`src/rtl/pattern_match_ack_ctrl_if.sv`:
```
// Detector/readout signal bundle for pattern_match_ack_ctrl.
// The master side drives stream, clear and pop controls; the slave side returns ack and FIFO/status.
interface pattern_match_ack_ctrl_if #(
  parameter int IDX_W = 8,
  parameter int CNT_W = 16
);
  logic             data_valid;
  logic             found_pattern;
  logic             ack;
  logic             clear;
  logic             rd_en;
  logic [IDX_W-1:0] rd_data;
  logic             empty;
  logic             full;
  logic             overflow;
  logic [CNT_W-1:0] match_count;
  logic             err_timeout;

  modport master (
    output data_valid, found_pattern, clear, rd_en,
    input  ack, rd_data, empty, full, overflow, match_count, err_timeout
  );

  modport slave (
    input  data_valid, found_pattern, clear, rd_en,
    output ack, rd_data, empty, full, overflow, match_count, err_timeout
  );
endinterface

```
`src/rtl/pattern_match_ack_ctrl.sv`:
```
// Acks detector matches, counts them and logs match positions in a FWFT FIFO; ack is registered.
// Optional ack-low watchdog enabled by defining PMAC_TIMEOUT_EN.
module pattern_match_ack_ctrl #(
  parameter int IDX_W          = 8,
  parameter int CNT_W          = 16,
  parameter int FIFO_DEPTH     = 4,
  parameter int ACK_LOW_CYCLES = 2,
  parameter int TIMEOUT        = 16
) (
  input  logic                   clk,
  input  logic                   reset_sync,
  pattern_match_ack_ctrl_if.slave bus
);

  localparam int PTR_W  = $clog2(FIFO_DEPTH);
  localparam int LC_MAX = (TIMEOUT > ACK_LOW_CYCLES) ? TIMEOUT : ACK_LOW_CYCLES;
  localparam int LC_W   = $clog2(LC_MAX + 1);

  typedef enum logic [1:0] {IDLE, ACK_LO, RECOVER} state_t;

  state_t           state;
  logic [LC_W-1:0]  lowcnt;
  logic             ack_q;
  logic [IDX_W-1:0] byte_idx;
  logic [CNT_W-1:0] cnt;
  logic [IDX_W-1:0] mem [FIFO_DEPTH];
  logic [PTR_W:0]   wr_ptr;
  logic [PTR_W:0]   rd_ptr;
  logic             ovf;
  logic             push;
  logic             pop;
  logic             accept;
  logic             fifo_empty;
  logic             fifo_full;
  logic             low_done;
  logic             wd_fire;

  assign push       = (state == IDLE) && bus.found_pattern;
  assign low_done   = lowcnt >= LC_W'(ACK_LOW_CYCLES - 1);
  assign fifo_empty = (wr_ptr == rd_ptr);
  assign fifo_full  = (wr_ptr[PTR_W] != rd_ptr[PTR_W]) &&
                      (wr_ptr[PTR_W-1:0] == rd_ptr[PTR_W-1:0]);
  assign pop        = bus.rd_en && !fifo_empty;
  // A same-cycle pop frees the slot, so a push on full is still taken.
  assign accept     = push && (!fifo_full || pop);

`ifdef PMAC_TIMEOUT_EN
  assign wd_fire = (state == ACK_LO) && bus.found_pattern && (lowcnt >= LC_W'(TIMEOUT - 1));
`else
  assign wd_fire = 1'b0;
`endif

  always_ff @(posedge clk or negedge reset_sync) begin
    if (!reset_sync) begin
      state  <= IDLE;
      ack_q  <= 1'b0;
      lowcnt <= '0;
    end else begin
      case (state)
        IDLE: begin
          ack_q <= 1'b1;
          if (bus.found_pattern) begin
            state  <= ACK_LO;
            ack_q  <= 1'b0;
            lowcnt <= '0;
          end
        end
        ACK_LO: begin
          if ((low_done && !bus.found_pattern) || wd_fire) begin
            state <= RECOVER;
            ack_q <= 1'b1;
          end else if (lowcnt != LC_W'(LC_MAX)) begin
            lowcnt <= lowcnt + 1'b1;
          end
        end
        RECOVER: begin
          state <= IDLE;
          ack_q <= 1'b1;
        end
        default: begin
          state <= IDLE;
          ack_q <= 1'b1;
        end
      endcase
    end
  end

  always_ff @(posedge clk or negedge reset_sync) begin
    if (!reset_sync) begin
      byte_idx <= '0;
      cnt      <= '0;
      wr_ptr   <= '0;
      rd_ptr   <= '0;
      ovf      <= 1'b0;
    end else if (bus.clear) begin
      byte_idx <= '0;
      cnt      <= '0;
      wr_ptr   <= '0;
      rd_ptr   <= '0;
      ovf      <= 1'b0;
    end else begin
      if (bus.data_valid && ack_q && !bus.found_pattern)
        byte_idx <= byte_idx + 1'b1;
      if (pop)
        rd_ptr <= rd_ptr + 1'b1;
      if (accept)
        wr_ptr <= wr_ptr + 1'b1;
      if (push && !accept)
        ovf <= 1'b1;
      if (push && (cnt != '1))
        cnt <= cnt + 1'b1;
    end
  end

  always_ff @(posedge clk) begin
    if (!bus.clear && accept)
      mem[wr_ptr[PTR_W-1:0]] <= byte_idx;
  end

`ifdef PMAC_TIMEOUT_EN
  logic err_q;
  always_ff @(posedge clk or negedge reset_sync) begin
    if (!reset_sync)
      err_q <= 1'b0;
    else if (bus.clear)
      err_q <= 1'b0;
    else if (wd_fire)
      err_q <= 1'b1;
  end
  assign bus.err_timeout = err_q;
`else
  assign bus.err_timeout = 1'b0;
`endif

  assign bus.ack         = ack_q;
  assign bus.rd_data     = fifo_empty ? '0 : mem[rd_ptr[PTR_W-1:0]];
  assign bus.empty       = fifo_empty;
  assign bus.full        = fifo_full;
  assign bus.overflow    = ovf;
  assign bus.match_count = cnt;

endmodule

```
`src/flat_wrapper.sv`:
```
// flat-port wrapper written by rule: the top's interface ports become plain ports
module pattern_match_ack_ctrl_flat 
#(
  parameter int IDX_W          = 8,
  parameter int CNT_W          = 16,
  parameter int FIFO_DEPTH     = 4,
  parameter int ACK_LOW_CYCLES = 2,
  parameter int TIMEOUT        = 16
)
  (clk, reset_sync, bus_data_valid, bus_found_pattern, bus_clear, bus_rd_en, bus_ack, bus_rd_data, bus_empty, bus_full, bus_overflow, bus_match_count, bus_err_timeout);
  pattern_match_ack_ctrl_if #(.IDX_W(IDX_W), .CNT_W(CNT_W)) bus_i ();
  input  logic clk;
  input  logic reset_sync;
  input wire logic [$bits(bus_i.data_valid)-1:0] bus_data_valid;
  input wire logic [$bits(bus_i.found_pattern)-1:0] bus_found_pattern;
  input wire logic [$bits(bus_i.clear)-1:0] bus_clear;
  input wire logic [$bits(bus_i.rd_en)-1:0] bus_rd_en;
  output wire logic [$bits(bus_i.ack)-1:0] bus_ack;
  output wire logic [$bits(bus_i.rd_data)-1:0] bus_rd_data;
  output wire logic [$bits(bus_i.empty)-1:0] bus_empty;
  output wire logic [$bits(bus_i.full)-1:0] bus_full;
  output wire logic [$bits(bus_i.overflow)-1:0] bus_overflow;
  output wire logic [$bits(bus_i.match_count)-1:0] bus_match_count;
  output wire logic [$bits(bus_i.err_timeout)-1:0] bus_err_timeout;
  assign bus_i.data_valid = bus_data_valid;
  assign bus_i.found_pattern = bus_found_pattern;
  assign bus_i.clear = bus_clear;
  assign bus_i.rd_en = bus_rd_en;
  assign bus_ack = bus_i.ack;
  assign bus_rd_data = bus_i.rd_data;
  assign bus_empty = bus_i.empty;
  assign bus_full = bus_i.full;
  assign bus_overflow = bus_i.overflow;
  assign bus_match_count = bus_i.match_count;
  assign bus_err_timeout = bus_i.err_timeout;
  pattern_match_ack_ctrl #(.IDX_W(IDX_W), .CNT_W(CNT_W), .FIFO_DEPTH(FIFO_DEPTH), .ACK_LOW_CYCLES(ACK_LOW_CYCLES), .TIMEOUT(TIMEOUT)) u_core (.clk(clk), .reset_sync(reset_sync), .bus(bus_i));
endmodule
```
`config.mk`:
```
export PLATFORM = sky130hd
export DESIGN_NAME = pattern_match_ack_ctrl_flat
export DESIGN_NICKNAME = d
export VERILOG_FILES = /design/src/rtl/pattern_match_ack_ctrl_if.sv /design/src/rtl/pattern_match_ack_ctrl.sv /design/src/flat_wrapper.sv
export SDC_FILE = /design/constraint.sdc
export NUM_CORES = 1
export LEC_CHECK = 0
export CAP_MARGIN = 5
export CORE_UTILIZATION = 57
export CTS_BUF_LIST = sky130_fd_sc_hd__clkbuf_16
export CTS_CLUSTER_SIZE = 24
export DETAILED_ROUTE_END_ITERATION = 12
export PLACE_DENSITY = 0.89
export SYNTH_ARGS = -nofsm -noshare
export SYNTH_HDL_FRONTEND = slang
export SYNTH_SLANG_ARGS = --single-unit
```
`constraint.sdc`:
```
create_clock -name clk -period 2.79 [get_ports clk]
set_input_delay 0.558 -clock clk [delete_from_list [all_inputs] [get_ports clk]]
set_output_delay 0.558 -clock clk [all_outputs]
set_load 0.005 [all_outputs]
```
### Word-level counts from Yosys, hierarchy flattened

Memories as Yosys holds them, arrays and structs flattened.
Index checks and enable logic that the tools add are counted.
Widths: inputs -> output; s select.

* output and inout bits: 29
* flip-flop bits (word level): 39
* bits in writable memories: 32
* memories: 1
* bits of input ports: 6
* word-level logic and storage cells: 73

* magnitude comparators: 1
* equality and inequality tests: 10
* $add $sub $neg: 5
* reduce and logical (&&, ||, !) cells: 25
* multiplexer cells: 23

Memory list
* u_core.mem: words 4, width 8, rd ports 1, clocked after Yosys merged registers in 0, write ports 1, RTL line pattern_match_ack_ctrl.sv:26 `logic [IDX_W-1:0] mem [FIFO_DEPTH];`

Operators with widths (count)
* $mux 16: 2
* $mux 8: 3
* $add 16x1->16 const B: 1
* $ne 16x16->1 const B: 1
* $mux 5: 3
* $mux 3: 4
* $reduce_bool 2->1: 6
* $logic_and 1x1->1: 10
* $pmux 5 s2: 1
* $add 8x1->8 const B: 1
* $add 3x1->3 const B: 2
* $mux 1: 6
* $add 5x1->5 const B: 1
* $ge 5x1->1 const B: 1
* $logic_not 1->1: 5
* $ne 5x5->1 const B: 1
* $mux 2: 2
* $ne 2x1->1 const B: 2
* $ne 2x2->1 const B: 2
* $pmux 2 s2: 1
* $reduce_and 4->1: 1
* $eq 3x3->1: 1
* $eq 2x1->1 const B: 1
* $eq 2x2->1: 1
* 5 further kinds: 5

### Depth between registers and ports, before layout

Gate-level depths: netlist of the first run.

* word-level depth: 9
* depth in mapped cells: 6
* gate-level depth less buffers: 6

### Least setup slack after synthesis of the first run

OpenSTA, ideal clock, no wires.

* kind: input to register
* start: input bus_found_pattern
* end: memory u_core.mem[3][0], enable pin
* stages on the path: 3
* slack: 736 ps
* path buffers: 0
* library setup time: 383 ps
* data required time: 2407 ps
* arrival time: 1671 ps
* cells stage by stage: nor3b_4 o41ai_4 nor3_1

* word-level cells in the longest chain between the ends: 5

Ends and longest elaborated chain
* start: declaration: RTL line flat_wrapper.sv:15 `input wire logic [$bits(bus_i.found_pattern)-1:0] bus_found_pattern;`
* $logic_and 1x1->1: RTL line pattern_match_ack_ctrl.sv:38 `assign push = (state == IDLE) && bus.found_pattern;`
* $logic_and 1x1->1: RTL line pattern_match_ack_ctrl.sv:45 `assign accept = push && (!fifo_full || pop);`
* $logic_and 1x1->1: RTL line pattern_match_ack_ctrl.sv:116 `if (!bus.clear && accept)`
* $mux 1: RTL line pattern_match_ack_ctrl.sv:116
* $mux 1 (not written as such): RTL line pattern_match_ack_ctrl.sv:117 `mem[wr_ptr[PTR_W-1:0]] <= byte_idx;`
* end: declaration: RTL line pattern_match_ack_ctrl.sv:26

No other way between the ends.

### Worst setup path after layout of the first run

* start: register u_core.rd_ptr[0]
* end: output bus_rd_data[3]

* word-level cells in the longest chain between the ends: 2
* elaborated cells between the ends (all ways): 3
* those cells by class: eq/ne (1); mux (1); memory (1)

Ends and longest elaborated chain
* start: declaration: RTL line pattern_match_ack_ctrl.sv:28 `logic [PTR_W:0] rd_ptr;`
* start signal: assignment: RTL line pattern_match_ack_ctrl.sv:105 `rd_ptr <= rd_ptr + 1'b1;`
* $mem_v2 4x8 / $eq 3x3->1 (equally long branches)
* $mux 8 (*): RTL line pattern_match_ack_ctrl.sv:136 `assign bus.rd_data = fifo_empty ? '0 : mem[rd_ptr[PTR_W-1:0]];`
* end: declaration: RTL line flat_wrapper.sv:19 `output wire logic [$bits(bus_i.rd_data)-1:0] bus_rd_data;`

Mark *: on every way between the ends. The rest lies on a longest branch, timed or not.

==> results of run 1 <==
[power by group]
part / total (uW) / switching [uW] / internal, uW
clock network: 1210 / 426 / 781
registers: 1300 / 115 / 1180
logic: 808 / 375 / 433
[stage by stage]
step           cell area, um2  cells  hold WS (ns)
6_report                 4200    398         0.344
3_5_place_dp             3870    382         0.503
5_1_grt                  4200    398         0.420
4_1_cts                  4200    398         0.371
2_1_floorplan            3450    280         0.262
3_3_place_gp             3870    382         0.502
[metal layers]
layer  wire length (um)  share of wire  track usage  vias up
met4                 91          0.013       0.0857        0
met2               3610           0.51        0.418       72
met1               3080           0.43        0.342     1209
li1                   -              -            -     1130
met3                323          0.045       0.0514        9
met5                  0              0            0        -
[synth_stat cells (2+ instances only)]
cell type,instances
dfrtp_1,39
edfxtp_1,32
nor2_1,20
nand2_1,13
nor3_1,12
a21oi_1,11
nand4_1,11
nor2b_1,11
ha_1,10
inv_1,9
o21ai_0,9
mux4_2,8
or3_1,8
xor2_1,7
mux2i_1,6
o31ai_1,6
and3_1,5
clkbuf_1,5
nand3_1,5
xnor2_1,5
and2_1,4
and4_1,4
mux2_2,4
buf_2,3
nand2b_1,3
or4_1,3
a21o_1,2
a311oi_1,2
a31oi_1,2
a41oi_1,2
buf_4,2
o41ai_4,2
or2_2,2
[area by class of cell]
class,instances,share of cell area
Timing Repair Buffer,41,0.0917
Multi-Input combinational cell,189,0.342
Clock inverter,7,0.0226
Sequential cell,71,0.461
Tap cell,72,0.0214
Clock buffer,9,0.0536
Inverter,9,0.00804
[path summary, 6_finish.rpt]
kind	startpoint	end	slack [ns]	cells after the start
max in group asynchronous	reset_sync	u_core.bus.match_count[4]	1.90	1
max	u_core.rd_ptr[0]	bus_rd_data[3]	0.12	4
min	reset_sync	u_core.bus.match_count[11]	0.34	1
min in group clk	u_core.bus.overflow	u_core.bus.overflow	0.52	2
max reg2reg	u_core.state[0]	u_core.mem[1][2]	0.72	4
min reg2reg	u_core.bus.overflow	u_core.bus.overflow	0.52	2
[timing repair]
item,in CTS,in global routing
buffers inserted,0,0
gates resized for setup,0,1
setup endpoints to repair,0,6
[cell families after synthesis]
group | Yosys count | synth area share
fa+ha+maj | 10 | 0.0362
other cells | 1 | 0.00109
simple gates | 109 | 0.180
xor+xnor | 12 | 0.0304
buf+inv | 20 | 0.0250
mux | 18 | 0.0826
flops | 71 | 0.561
compound gates | 39 | 0.0834
[flip-flops by register name, summed over array words and instances, names as in the netlist]
register and count:
u_core.state 2, u_core.mem 32, u_core.byte_idx 8, u_core.rd_ptr 3, u_core.wr_ptr 3, u_core.bus.match_count 16
u_core.bus.overflow 1, u_core.bus.ack 1, u_core.lowcnt 5
==> impl_metrics.env, run 1 <==
export IMPL_status="finished, final reports clean"
export IMPL_crit_slowest_cell="mux4_2"
export IMPL_die_h_um=79.8
export IMPL_grt_ovfl_total=0
export IMPL_io_buffers=33
export IMPL_syn_nets=296
export IMPL_ys_flop_type="dfrtp_1"
export IMPL_ys_types=46
export IMPL_synth_area_um2=3450
export IMPL_min_period_ns=2.67
export IMPL_avgRoutedWirePerCell_um=17.9
export IMPL_ys_async_sr_fraction=0.549
export IMPL_dieArea_um2=6370
export IMPL_start_kind="flip-flop"
export IMPL_grt_pass1_vias=2420
export IMPL_place_ws_ns=0.155
export IMPL_fin_ws_ns=0.123
export IMPL_hp_class="in -> async"
export IMPL_fin_util=0.741
export IMPL_final_cell_mix="39 x dfrtp_1, 32 x clkdlybuf4s50_1, 32 x edfxtp_1"
export IMPL_cts_sinks=71
export IMPL_vias=2420
export IMPL_ctsHoldBuffers=0
export IMPL_crit_required_ns=2.23
export IMPL_path_clk_slew_ns=0.06
export IMPL_tns_ns=0
export IMPL_gp_congestion=0.847
export IMPL_arrival_ns=2.11
export IMPL_clk_latency_ns=0.33
export IMPL_max_clock_freq_mhz=375
export IMPL_max_stage_delay_ns=0.53
export IMPL_yosysWarnings=0
export IMPL_initial_core_util=0.608
export IMPL_io_pins=35
export IMPL_final_common_cell="dfrtp_1"
export IMPL_ys_seq_area_frac=0.561
export IMPL_finalHoldViolCount=0
export IMPL_antennaDiodeCount=0
export IMPL_path_cells="buf_4 > mux4_2 > nor2b_1 > clkdlybuf4s50_1"
export IMPL_grt_pass1_wl_um=12000
export IMPL_synth_top_area_share=0.283
export IMPL_clock_root_buffer="clkbuf_16"
export IMPL_htreeDepth=3
export IMPL_drive_above_1_share=0.138
export IMPL_final_max_slew_violation_count=0
export IMPL_cts_tree="done"
export IMPL_multi_input_area_um2=1440
export IMPL_fill_cells=358
export IMPL_globalRouteTotalUtil=0.256
export IMPL_critPathKind="reg -> out"
export IMPL_critical_path_endpoint_type="primary output"
export IMPL_setup_viol=0
export IMPL_synth_seq_cells=71
export IMPL_cp_top_family="buffers and inverters"
export IMPL_grt_max_degree=40
export IMPL_drt_iter0_markers=130
export IMPL_coreArea_um2=5680
export IMPL_rsz0062_at_grt="no"
export IMPL_syn_inst=280
export IMPL_powerDensity_nw_per_um2=788
export IMPL_num_nets_final=337
export IMPL_ir_worst_vdd_mv=0.514
export IMPL_synth_area_leaders="dfrtp_1 28%, edfxtp_1 28%, mux4_2 5.2%"
export IMPL_dp_hpwl_um=4740
export IMPL_dr_pass1_iters=4
export IMPL_final_antenna_net_count=0
export IMPL_vias_per_cell=6.08
export IMPL_cts_made_buffers=9
export IMPL_clock_path_buffers=2
export IMPL_cap_violations=0
export IMPL_critPathMaxFanout=9
export IMPL_path_buf_inv=2
export IMPL_fin_crit_sh=0.956
export IMPL_fin_total_pwr_uw=3310
export IMPL_synth_avg_cell_area_um2=12.3
export IMPL_clock_skew_ns=0.00690
export IMPL_die_x_um=79.8
export IMPL_p_leak_uw=0.00162
export IMPL_drcViolationCount=0
export IMPL_regArea_um2=1940
export IMPL_rows=27
export IMPL_worstMarginPinSlew_ns=0.868
export IMPL_synth_edf_count=32
export IMPL_relSlewSlack=0.421
export IMPL_antenna_found_initial=0
export IMPL_yosysTopAreaCell="dfrtp_1"
export IMPL_areaGrowthSynthToFinish_pct=21.7
export IMPL_drt_total_wl_um=7110
(Power assumes the default switching activity.)
==> inputs of run 2 (changes only) <==
--- a/config.mk
+++ b/config.mk
@@ -11,6 +11,8 @@
 export CTS_CLUSTER_SIZE = 24
 export DETAILED_ROUTE_END_ITERATION = 12
 export PLACE_DENSITY = 0.89
+export SKIP_CTS_REPAIR_TIMING = 1
+export SLEW_MARGIN = 25
 export SYNTH_ARGS = -nofsm -noshare
 export SYNTH_HDL_FRONTEND = slang
 export SYNTH_SLANG_ARGS = --single-unit
==> results of run 2 <==
No change in the layout: final DEF, timing and power equal those of run 1.
==> inputs of run 3 (changes only) <==
--- a/config.mk
+++ b/config.mk
@@ -6,13 +6,15 @@
 export NUM_CORES = 1
 export LEC_CHECK = 0
 export CAP_MARGIN = 5
-export CORE_UTILIZATION = 57
+export CELL_PAD_IN_SITES_DETAIL_PLACEMENT = 1
+export CELL_PAD_IN_SITES_GLOBAL_PLACEMENT = 2
+export CORE_UTILIZATION = 39
 export CTS_BUF_LIST = sky130_fd_sc_hd__clkbuf_16
 export CTS_CLUSTER_SIZE = 24
 export DETAILED_ROUTE_END_ITERATION = 12
 export PLACE_DENSITY = 0.89
 export SKIP_CTS_REPAIR_TIMING = 1
-export SLEW_MARGIN = 25
+export SLEW_MARGIN = 10
 export SYNTH_ARGS = -nofsm -noshare
 export SYNTH_HDL_FRONTEND = slang
 export SYNTH_SLANG_ARGS = --single-unit
==> run 3 against run 2 <==
Compared with the run above: global-route usage down 6.6 points; register-to-register slack worse by 0.02 ns; sequential share of layout area down 0.65 points; clock power about the same; via count down 0.21%; critical path depth unchanged; first-iteration DRC count down 38%; power up 0.47%; count of clock-buffer cells in the layout unchanged; sequential power about the same; critical endpoint is now bus_rd_data[1]; largest power group unchanged; highest routed layer unchanged.
==> impl_metrics.env, run 3 (synthesis gave the netlist of run 1 again) <==
export IMPL_status="finished, final reports clean"
export IMPL_critical_path_endpoint_type="primary output"
export IMPL_layout_cells_non_filler=432
export IMPL_clock_path_buffers=2
export IMPL_gp_congestion=0.817
export IMPL_p_comb_frac=0.242
export IMPL_path_cells="buf_6 > mux4_2 > nor2b_1 > clkdlybuf4s50_1"
export IMPL_final_max_slew_violation_count=0
export IMPL_hp_class="in -> async"
export IMPL_die_x_um=96.1
export IMPL_swShare=0.280
export IMPL_r2r_end="u_core.lowcnt[1]"
export IMPL_p_leak_uw=0.00163
export IMPL_vias=2415
export IMPL_final_antenna_net_count=0
export IMPL_grt_ovfl_total=0
export IMPL_clockPowerShare=0.367
export IMPL_setup_viol=0
export IMPL_io_buffers=33
export IMPL_drive_above_1_share=0.147
export IMPL_reg2regPathDepth=6
export IMPL_avgRoutedWirePerCell_um=17.4
export IMPL_whs_ns=0.369
export IMPL_num_nets_final=338
export IMPL_worstMarginPinSlew_ns=0.935
export IMPL_clk_latency_ns=0.33
export IMPL_fin_total_pwr_uw=3330
export IMPL_rows=33
export IMPL_fin_crit_sh=0.955
export IMPL_place_inst=416
export IMPL_cts_made_buffers=9
export IMPL_grt_pass1_vias=2534
export IMPL_drcViolationCount=0
export IMPL_clock_skew_ns=0.00634
export IMPL_antenna_found_initial=0
export IMPL_drt_total_wl_um=7510
export IMPL_grt_pass1_wl_um=12900
export IMPL_dr_pass1_iters=4
export IMPL_crit_slowest_cell="mux4_2"
export IMPL_globalRouteTotalUtil=0.190
export IMPL_placed_area_um2=3920
export IMPL_final_common_cell="dfrtp_1"
export IMPL_seq_power_share=0.391
export IMPL_start_kind="flip-flop"
export IMPL_die_h_um=96.1
export IMPL_largest_reg_flops=32
export IMPL_max_clock_freq_mhz=375
export IMPL_p_sw_uw=931
export IMPL_areaGrowthSynthToFinish_pct=23.5
export IMPL_grt_max_degree=40
export IMPL_coreArea_um2=8380
export IMPL_critPathMaxFanout=8
export IMPL_io_pins=35
export IMPL_powerDensity_nw_per_um2=780
export IMPL_r2r_start="u_core.lowcnt[1]"
export IMPL_final_cell_mix="39 x dfrtp_1, 32 x clkdlybuf4s50_1, 32 x edfxtp_1"
export IMPL_initial_core_util=0.412
export IMPL_antennaDiodeCount=0
export IMPL_fill_cells=878
export IMPL_max_stage_delay_ns=0.52
export IMPL_ir_worst_vdd_mv=0.353
export IMPL_cts_sinks=71
export IMPL_crit_required_ns=2.23
export IMPL_dp_hpwl_um=5310
export IMPL_rsz0062_at_grt="no"
export IMPL_finalHoldViolCount=0
export IMPL_vias_per_cell=5.59
export IMPL_relSlewSlack=0.377
export IMPL_postLayoutCellArea_um2=4260
export IMPL_path_clk_slew_ns=0.06
export IMPL_min_period_ns=2.66
export IMPL_arrival_ns=2.11
export IMPL_reg2reg_slack_ns=0.70
export IMPL_clock_root_buffer="clkbuf_16"
export IMPL_cts_tree="done"
export IMPL_drt_iter0_markers=80
export IMPL_htreeDepth=3
export IMPL_cap_violations=0
export IMPL_power_internal_uw=2390
export IMPL_dieArea_um2=9230
export IMPL_critPathKind="reg -> out"
==> run 3: cell count changes in the layout (fill, tap and decap cells not counted), sizes merged <==
cell      delta
clkinvlp     -2
buf          +1
clkinv       +2
==> run 3: metal layers <==
layer	wire, um	global-route usage
met1	3410	0.238
met2	3750	0.316
met3	188	0.0371
met4	159	0.0858
met5	0	0
==> run 3: through the flow <==
stage	setup TNS (ns)	setup slack (ns)	utilization
6_report	0	0.126	0.509
5_1_grt	0	0.0192	0.509
4_1_cts	-0.00221	-0.00221	0.506
3_5_place_dp	0	0.157	0.468
3_3_place_gp	0	0.282	0.468
2_1_floorplan	0	0.736	-
==> run 3: worst max path at each step <==
stage	endpoint	startpoint	slack, ns
after detailed placement	u_core.mem[1][0]	bus_found_pattern	0.16
after global routing	bus_rd_data[1]	u_core.rd_ptr[0]	0.02
final	bus_rd_data[1]	u_core.rd_ptr[0]	0.13
after CTS	bus_rd_data[1]	u_core.wr_ptr[1]	-0.002
after floorplan	u_core.mem[3][0]	bus_found_pattern	0.74
after global placement	u_core.mem[0][1]	bus_found_pattern	0.28
==> run 3: area by class of cell <==
type / count / area, um2 / share of cell area
multi-input cells: 189 / 1440 / 0.339
repair buffers: 42 / 397 / 0.0930
inverters: 9 / 33.8 / 0.00792
clock buffers: 9 / 225 / 0.0528
flip-flops and latches: 71 / 1940 / 0.454
clock inverters: 7 / 95.1 / 0.0223
well taps: 105 / 131 / 0.0308
==> run 3: power groups by stage <==
stage	Combinational [uW]	Clock, uW	Sequential [uW]
detailed placement	809	0	1310
finish	805	1220	1300
CTS	812	1250	1300
global placement	780	0	1310
floorplan	526	0	1270
global route	909	1290	1320
==> run 3: worst max-delay path, delay by kind of cell, from the launching register on <==
family        cells  cell delay (ns)
flops             1             0.46
buf+inv           2             0.64
simple gates      1             0.15
mux               1             0.52
